## src/rtl/rf_pkg.sv

```systemverilog
// rf_pkg: shared register-file widths, index type, arbiter state enum and zero-register constant
package rf_pkg;
  localparam int DATA_W = 16;
  localparam int ADDR_W = 4;
  typedef logic [ADDR_W-1:0] reg_idx_t;
  typedef logic [DATA_W-1:0] reg_data_t;
  typedef enum logic {NORMAL, AGED} arb_state_e;
  localparam reg_idx_t ZERO_REG = '0;
endpackage

```

## src/rtl/rf_wb_arbiter_if.sv

```systemverilog
// rf_wb_arbiter_if: requester handshakes, register-file write port and forwarding signals
interface rf_wb_arbiter_if;
  import rf_pkg::*;
  logic      mem_valid;
  reg_idx_t  mem_rd;
  reg_data_t mem_data;
  logic      mem_ready;
  logic      alu_valid;
  reg_idx_t  alu_rd;
  reg_data_t alu_data;
  logic      alu_ready;
  logic      rf_we;
  reg_idx_t  rf_rd;
  reg_data_t rf_writedata;
  reg_idx_t  rs1;
  reg_idx_t  rs2;
  logic      fwd1_hit;
  logic      fwd2_hit;
  reg_data_t fwd1_data;
  reg_data_t fwd2_data;
  modport master (
    output mem_valid, mem_rd, mem_data, alu_valid, alu_rd, alu_data, rs1, rs2,
    input  mem_ready, alu_ready, rf_we, rf_rd, rf_writedata,
           fwd1_hit, fwd2_hit, fwd1_data, fwd2_data
  );
  modport slave (
    input  mem_valid, mem_rd, mem_data, alu_valid, alu_rd, alu_data, rs1, rs2,
    output mem_ready, alu_ready, rf_we, rf_rd, rf_writedata,
           fwd1_hit, fwd2_hit, fwd1_data, fwd2_data
  );
endinterface

```

## src/rtl/rf_wb_fwd.sv

```systemverilog
// rf_wb_fwd: compares one read address against the in-flight register-file write
module rf_wb_fwd
  import rf_pkg::*;
(
  input  logic      we,
  input  reg_idx_t  rd,
  input  reg_data_t data,
  input  reg_idx_t  rs,
  output logic      hit,
  output reg_data_t fdata
);
  assign hit   = we && (rd == rs) && (rs != ZERO_REG);
  assign fdata = data;
endmodule

```

## src/rtl/rf_wb_arbiter.sv

```systemverilog
// rf_wb_arbiter: shares the register-file write port between load and ALU paths with ALU aging; RF_WB_BYPASS_EN builds read forwarding
module rf_wb_arbiter
  import rf_pkg::*;
#(
  parameter int STARVE_LIMIT = 3
) (
  input logic CLK,
  input logic reset,
  rf_wb_arbiter_if.slave bus
);
  localparam int CW = $clog2(STARVE_LIMIT + 1);
  localparam logic [CW-1:0] LIM = CW'(STARVE_LIMIT);
  arb_state_e state, state_nx;
  logic [CW-1:0] cnt, cnt_nx;
  logic mem_go, alu_go, go;
  reg_idx_t w_rd;
  reg_data_t w_data;
  // grant selection, starve counting and next arbitration state
  always_comb begin
    mem_go   = reset && bus.mem_valid && !(state == AGED && bus.alu_valid);
    alu_go   = reset && bus.alu_valid && !mem_go;
    go       = mem_go || alu_go;
    w_rd     = mem_go ? bus.mem_rd : bus.alu_rd;
    w_data   = mem_go ? bus.mem_data : bus.alu_data;
    cnt_nx   = (!bus.alu_valid || alu_go) ? '0 : (cnt == LIM) ? cnt : cnt + 1'b1;
    state_nx = (cnt_nx == LIM) ? AGED : NORMAL;
  end
  assign bus.mem_ready = mem_go;
  assign bus.alu_ready = alu_go;
  // arbitration state register
  always_ff @(posedge CLK) begin
    if (!reset) begin
      state <= NORMAL;
      cnt   <= '0;
    end else begin
      state <= state_nx;
      cnt   <= cnt_nx;
    end
  end
  // registered write port; writes to the zero register are swallowed
  always_ff @(posedge CLK) begin
    if (!reset) begin
      bus.rf_we        <= 1'b0;
      bus.rf_rd        <= '0;
      bus.rf_writedata <= '0;
    end else begin
      bus.rf_we <= go && (w_rd != ZERO_REG);
      if (go && (w_rd != ZERO_REG)) begin
        bus.rf_rd        <= w_rd;
        bus.rf_writedata <= w_data;
      end
    end
  end
`ifdef RF_WB_BYPASS_EN
  rf_wb_fwd u_fwd1 (
    .we(bus.rf_we), .rd(bus.rf_rd), .data(bus.rf_writedata), .rs(bus.rs1),
    .hit(bus.fwd1_hit), .fdata(bus.fwd1_data)
  );
  rf_wb_fwd u_fwd2 (
    .we(bus.rf_we), .rd(bus.rf_rd), .data(bus.rf_writedata), .rs(bus.rs2),
    .hit(bus.fwd2_hit), .fdata(bus.fwd2_data)
  );
`else
  assign bus.fwd1_hit  = 1'b0;
  assign bus.fwd2_hit  = 1'b0;
  assign bus.fwd1_data = '0;
  assign bus.fwd2_data = '0;
`endif
endmodule

```

## src/flat_wrapper.sv

```systemverilog
// flat-port wrapper written by rule: the top's interface ports become plain ports
module rf_wb_arbiter_flat import rf_pkg::*;
#(
  parameter int STARVE_LIMIT = 3
)
  (CLK, reset, bus_mem_valid, bus_mem_rd, bus_mem_data, bus_alu_valid, bus_alu_rd, bus_alu_data, bus_rs1, bus_rs2, bus_mem_ready, bus_alu_ready, bus_rf_we, bus_rf_rd, bus_rf_writedata, bus_fwd1_hit, bus_fwd2_hit, bus_fwd1_data, bus_fwd2_data);
  rf_wb_arbiter_if bus_i ();
  input logic CLK;
  input logic reset;
  input wire logic [$bits(bus_i.mem_valid)-1:0] bus_mem_valid;
  input wire logic [$bits(bus_i.mem_rd)-1:0] bus_mem_rd;
  input wire logic [$bits(bus_i.mem_data)-1:0] bus_mem_data;
  input wire logic [$bits(bus_i.alu_valid)-1:0] bus_alu_valid;
  input wire logic [$bits(bus_i.alu_rd)-1:0] bus_alu_rd;
  input wire logic [$bits(bus_i.alu_data)-1:0] bus_alu_data;
  input wire logic [$bits(bus_i.rs1)-1:0] bus_rs1;
  input wire logic [$bits(bus_i.rs2)-1:0] bus_rs2;
  output wire logic [$bits(bus_i.mem_ready)-1:0] bus_mem_ready;
  output wire logic [$bits(bus_i.alu_ready)-1:0] bus_alu_ready;
  output wire logic [$bits(bus_i.rf_we)-1:0] bus_rf_we;
  output wire logic [$bits(bus_i.rf_rd)-1:0] bus_rf_rd;
  output wire logic [$bits(bus_i.rf_writedata)-1:0] bus_rf_writedata;
  output wire logic [$bits(bus_i.fwd1_hit)-1:0] bus_fwd1_hit;
  output wire logic [$bits(bus_i.fwd2_hit)-1:0] bus_fwd2_hit;
  output wire logic [$bits(bus_i.fwd1_data)-1:0] bus_fwd1_data;
  output wire logic [$bits(bus_i.fwd2_data)-1:0] bus_fwd2_data;
  assign bus_i.mem_valid = bus_mem_valid;
  assign bus_i.mem_rd = bus_mem_rd;
  assign bus_i.mem_data = bus_mem_data;
  assign bus_i.alu_valid = bus_alu_valid;
  assign bus_i.alu_rd = bus_alu_rd;
  assign bus_i.alu_data = bus_alu_data;
  assign bus_i.rs1 = bus_rs1;
  assign bus_i.rs2 = bus_rs2;
  assign bus_mem_ready = bus_i.mem_ready;
  assign bus_alu_ready = bus_i.alu_ready;
  assign bus_rf_we = bus_i.rf_we;
  assign bus_rf_rd = bus_i.rf_rd;
  assign bus_rf_writedata = bus_i.rf_writedata;
  assign bus_fwd1_hit = bus_i.fwd1_hit;
  assign bus_fwd2_hit = bus_i.fwd2_hit;
  assign bus_fwd1_data = bus_i.fwd1_data;
  assign bus_fwd2_data = bus_i.fwd2_data;
  rf_wb_arbiter #(.STARVE_LIMIT(STARVE_LIMIT)) u_core (.CLK(CLK), .reset(reset), .bus(bus_i));
endmodule
```

## config.mk

```make
export PLATFORM = sky130hd
export DESIGN_NAME = rf_wb_arbiter_flat
export DESIGN_NICKNAME = d
export VERILOG_FILES = /design/src/rtl/rf_pkg.sv /design/src/rtl/rf_wb_arbiter_if.sv /design/src/rtl/rf_wb_fwd.sv /design/src/rtl/rf_wb_arbiter.sv /design/src/flat_wrapper.sv
export SDC_FILE = /design/constraint.sdc
export NUM_CORES = 1
export LEC_CHECK = 0
export ABC_AREA = 1
export CAP_MARGIN = 20
export CORE_ASPECT_RATIO = 0.7
export CORE_MARGIN = 3
export CORE_UTILIZATION = 38
export DETAILED_ROUTE_END_ITERATION = 7
export PLACE_DENSITY = 0.95
export SLEW_MARGIN = 20
export SYNTH_ARGS = -nofsm -noshare
export SYNTH_HDL_FRONTEND = slang
export SYNTH_SLANG_ARGS = --single-unit
```

## constraint.sdc

```tcl
create_clock -name CLK -period 2.19 [get_ports CLK]
set_input_delay 0.3285 -clock CLK [delete_from_list [all_inputs] [get_ports CLK]]
set_output_delay 0.3285 -clock CLK [all_outputs]
set_load 0.01 [all_outputs]
```

==> impl_metrics.toml, run 1 <==
[run_status]
outcome = "finished clean"

[grt]
grt_pass1_vias = 1304
grt_overflow = 0
grt_antenna_before_repair = 0
use_met2 = 0.277
grt_use_met1 = 0.175
grt-busiest-layer = "met2"
grt_max_degree = 18
grt_use_total = 0.151
grt_pass1_wl_um = 5690
use_met3 = 0.0502

[placed_design]
dp_hpwl_um = 3170
dpl.cell_count = 339
gp_congestion = 0.826
io_buffers = 66

[yosys]
synthFlopType = "dfxtp_1"
yosysSeqAreaShare = 0.309
synthArstFlopShare = 0
syn_area_um2 = 1550
avgSynthCellArea_um2 = 6.88
synth_commonest_cells = "nand2_1, buf_4, nor2_1, dfxtp_1, nand3b_1"
synth_top_area_share = 0.309
ys_ff_latch = 24
synth_edf_count = 0
synth_top_cells_by_area = "dfxtp_1, nand2_1, buf_4, nand3b_1, nor2_1"
synthesis.instances = 226
synth_cell_types = 19
yosysMostFrequentCell = "nand2_1"
synth_top_area_cell = "dfxtp_1"
yosys_warnings = 0

[cells_and_area]
antenna_cells = 0
area_delta_synth_final_pct = 40.9
fillCellCount = 355
stdcell_count = 343
register_area_um2 = 480
multi_input_area_um2 = 843
nNetsFinal = 346
drive_gt1_frac = 0.116

[clocking]
postCtsSetupBuffers = 0
cts_made_buffers = 3
cts_tree = "done"
root_buffer = "clkbuf_8"
clkTransAtPathRegs_ns = 0.09
clockBufferDepth = 2
hold_buffers = 0
insertion_delay_ns = 0.26
cts-resized-gates = 0
htreeDepth = 1
cts.sinks = 24

[drt]
drc = 0
drtPass1Iterations = 4
wl_per_cell_um = 11.2
vias = 1448
routed_wl_um = 3840
viasPerCell = 4.22
antenna_left = 0
initialDrtViolationCount = 36

[die]
num_io_pins = 109
dieHeight_um = 59.5
die_w_um = 82.4
std_cell_rows = 18
core_um2 = 3720
initial_utilization = 0.418
die_area_um2 = 4910

[worst_setup_path]
end_kind = "output pin"
max_stage_delay_ns = 0.54
crit_path_max_fanout = 8
path_delay_family = "buffers and inverters"
cp-start-kind = "input pin"
crit_arrival_ns = 1.68
criticalPathCategory = "in -> out"
cp_cell_sequence = "clkdlybuf4s50_1 -> nand2_4 -> inv_4 -> nand2_4 -> inv_4 -> clkdlybuf4s50_1"
crit_buf_inv = 4
slowest_stage = "clkdlybuf4s50_1"
required_ns = 1.86

[timing]
rsz0062_at_grt = "false"
min_period_ns = 2.01
setup_violations = 0
timing.final.crit_share = 0.919
skew_ns = 0.00553
max_freq_ghz = 0.497
finalMaxSlewViolations = 0
hold_viol = 0

[power]
p_leak_nw = 1.06
irDropWorstVdd_mv = 0.322
pwr_density_cell_nw_per_um2 = 535
p_total_mw = 1.17

[flow_run]
cap_violations = 0

[hold_path]
hold_path.class = "reg -> reg"
## worst reg2reg max path, delay by kind of cell (launching register included)
| family | cells | cell delay, ns |
|---|---|---|
| DFF | 1 | 0.34 |
| buffers and inverters | 2 | 0.38 |
| and+or+nand+nor | 9 | 0.82 |
## per-stage QoR
step                      instance area [um^2]  worst slack, ns  hold slack (ns)  utilization  TNS [ns]
after floorplan                           1680            0.744            0.469            -         0
after global placement                    2130           0.0423            0.449        0.573         0
after detailed placement                  2130          -0.0154            0.459        0.573   -0.0379
after CTS                                 2180           0.0477            0.472        0.588         0
after global routing                      2190            0.106            0.496        0.589         0
final                                     2190            0.178            0.466        0.589         0
## metal layers
layer | routed length, um | vias up
met3 | 348 | 4
met5 | 0 | -
met2 | 1890 | 53
li1 | - | 757
met1 | 1580 | 634
met4 | 24 | 0
## power breakdown
group | switching [mW] | internal (mW)
Combinational | 0.179 | 0.197
Sequential | 0.0203 | 0.473
Clock | 0.142 | 0.160
Total | 0.341 | 0.830
## state kept, by name, indices dropped and copies added, names as in the netlist
register and cells:
u_core.bus.rf_rd 4, u_core.bus.rf_we 1, u_core.bus.rf_writedata 16, u_core.cnt 2
u_core.state 1
## final cells by class
cell class,count,area share
multi-input cells,186,0.385
repair buffers,73,0.328
flip-flops and latches,24,0.219
well taps,50,0.0286
inverters,6,0.0137
clock buffers,4,0.0251
## kinds of logic (layout without fill, tap and decap cells)
logic type / count (synthesis) / count (layout) / share of synthesized area
compound gates: 5 / 5 / 0.0161
flops: 24 / 24 / 0.309
other cells: 1 / 34 / 0.00241
simple gates: 147 / 147 / 0.444
buf+inv: 49 / 83 / 0.228
## cell usage in the layout, fill, tap and decap left out, types with 5 or more instances in the layout
master           Yosys  final
nor2_1              27     27
conb_1               1     34
nand2_2              5      5
nand2_1             78     78
nand3b_1            16     16
dfxtp_1             24     24
buf_4               35      7
clkdlybuf4s50_1      0     64
nor2_2              11     11
## path summary, 6_finish.rpt
kind / start / end / slack, ns / cells after the start
worst min register to register: u_core.bus.rf_rd[2]$_SDFFE_PN0P_ / u_core.bus.rf_rd[2]$_SDFFE_PN0P_ / 0.47 / 2
worst max-delay path: bus_mem_valid / bus_mem_ready / 0.18 / 6
worst min-delay path: u_core.bus.rf_rd[2]$_SDFFE_PN0P_ / u_core.bus.rf_rd[2]$_SDFFE_PN0P_ / 0.47 / 2
worst max register to register: u_core.state$_SDFF_PN0_ / u_core.bus.rf_writedata[11]$_SDFFE_PN0P_ / 0.58 / 11
No activity file was read; power rests on OpenSTA's default activity.
==> run 2, diff against run 1 <==
Settings changed: CORE_ASPECT_RATIO 0.7 to 1.2.
==> run 2 against run 1 <==
Net effect:
- sequential share of layout area about the same
- hold slack improved by 0.0053 ns
- sequential power about the same
- fmax decreased by 3.6%
==> impl_metrics.toml, run 2 (synthesis results as in run 1) <==
[cells_and_area]
final_common_cell = "nand2_1"
registers.top_by_ff_count = "u_core.bus.rf_writedata"
reg_top3 = "u_core.bus.rf_writedata: 16 flops, u_core.bus.rf_rd: 4 flops, u_core.cnt: 2 flops"
final_cell_mix = "nand2_1, clkdlybuf4s50_1, conb_1"
nNetsFinal = 348
area_delta_synth_final_pct = 41.0
stdcell_count = 346
largest_reg_flops = 16
fillCellCount = 367
final_core_util = 0.579
antenna_cells = 0
drive_gt1_frac = 0.119

[drt]
drc = 0
antenna_left = 0
routed_wl_um = 4000
wl_per_cell_um = 11.6
viasPerCell = 4.34
drtPass1Iterations = 5
initialDrtViolationCount = 19
vias = 1500

[die]
core_um2 = 3780
die_area_um2 = 4900
std_cell_rows = 24
initial_utilization = 0.411
num_io_pins = 109
die_w_um = 64.4
dieHeight_um = 76.1

[placed_design]
io_buffers = 66
dp_hpwl_um = 3220
dpl.cell_count = 343
gp_congestion = 0.755

[clocking]
clockBufferDepth = 2
hold_buffers = 0
cts_made_buffers = 3
cts.sinks = 24
insertion_delay_ns = 0.26
clkTransAtPathRegs_ns = 0.08
cts-resized-gates = 0
cts_tree = "done"
postCtsSetupBuffers = 0
htreeDepth = 1
root_buffer = "clkbuf_8"

[timing]
min_period_ns = 2.09
timing.final.crit_share = 0.953
tns_ns = 0
skew_ns = 0.00369
hold_viol = 0
rsz0062_at_grt = "false"
finalMaxSlewViolations = 0
setup_violations = 0
max_freq_ghz = 0.479

[run_status]
outcome = "finished clean"

[worst_setup_path]
crit_arrival_ns = 1.76
r2r-start = "u_core.state$_SDFF_PN0_"
timing.rr.end = "u_core.bus.rf_writedata[12]$_SDFFE_PN0P_"
end_kind = "output pin"
r2r_setup_slack_ns = 0.62
r2r_cells = 11
critPathCapture = "bus_mem_ready"
criticalPathCategory = "in -> out"
cp-start-kind = "input pin"
crit_start = "reset"
crit_path_max_fanout = 5
required_ns = 1.86

[power]
irDropWorstVdd_mv = 0.262
pwr_density_cell_nw_per_um2 = 512
p_leak_nw = 1.05

[grt]
grt_use_total = 0.160
grt_overflow = 0
grt_antenna_before_repair = 0
grt_max_degree = 18
grt_pass1_wl_um = 6390
grt_pass1_vias = 1419

[hold_path]
hold_path.class = "reg -> reg"

[flow_run]
cap_violations = 0
-- run 2: layer usage --
metal	wire length (um)	share of wire	vias to the layer above	global-route usage
met2	2130	0.53	75	0.319
met1	1480	0.37	660	0.165
met3	342	0.085	4	0.0265
met5	0	0	-	0
met4	47	0.012	0	0.0465
li1	-	-	761	-
-- run 2: worst min path at each step --
| stage | slack, ns | from | endpoint | cells past startpoint |
|---|---|---|---|---|
| 3_3_place_gp | 0.46 | u_core.bus.rf_rd[2]$_SDFFE_PN0P_ | u_core.bus.rf_rd[2]$_SDFFE_PN0P_ | 2 |
| 3_5_place_dp | 0.46 | u_core.bus.rf_rd[2]$_SDFFE_PN0P_ | u_core.bus.rf_rd[2]$_SDFFE_PN0P_ | 2 |
| 4_1_cts | 0.47 | u_core.bus.rf_rd[2]$_SDFFE_PN0P_ | u_core.bus.rf_rd[2]$_SDFFE_PN0P_ | 2 |
| 2_1_floorplan | 0.47 | u_core.cnt[0]$_SDFF_PN0_ | u_core.cnt[1]$_SDFF_PN0_ | 2 |
| 6_report | 0.47 | u_core.bus.rf_rd[2]$_SDFFE_PN0P_ | u_core.bus.rf_rd[2]$_SDFFE_PN0P_ | 2 |
| 5_1_grt | 0.50 | u_core.bus.rf_rd[2]$_SDFFE_PN0P_ | u_core.bus.rf_rd[2]$_SDFFE_PN0P_ | 2 |
-- run 2: layout make-up --
cell class	count	area (um^2)	area share
Timing Repair Buffer	75	731	0.334
Multi-Input combinational cell	186	843	0.385
Clock buffer	3	41.3	0.0188
Tap cell	52	65.1	0.0297
Sequential cell	24	480	0.219
Inverter	6	30.0	0.0137
-- run 2: critical path: stages --
cell and delay (ns):
clkdlybuf4s50_1 0.58, nand2_4 0.08, inv_4 0.09, nand2_4 0.06, inv_4 0.07, clkdlybuf4s50_1 0.55
-- run 2: report_power, final --
part | internal [mW] | leakage (nW) | switching (mW)
clock | 0.123 | 0.0216 | 0.126
combinational | 0.198 | 0.834 | 0.181
sequential | 0.473 | 0.198 | 0.0208
total | 0.794 | 1.05 | 0.328
-- run 2: per-stage QoR --
stage | worst slack (ns) | total power, mW | area [um^2] | hold slack, ns
6_report | 0.104 | 1.12 | 2190 | 0.471
5_1_grt | 0.0310 | 1.19 | 2190 | 0.498
4_1_cts | 0.0112 | 1.13 | 2190 | 0.474
3_3_place_gp | 0.0401 | 0.873 | 2150 | 0.455
3_5_place_dp | -0.0183 | 0.884 | 2150 | 0.463
2_1_floorplan | 0.744 | 0.745 | 1680 | 0.469
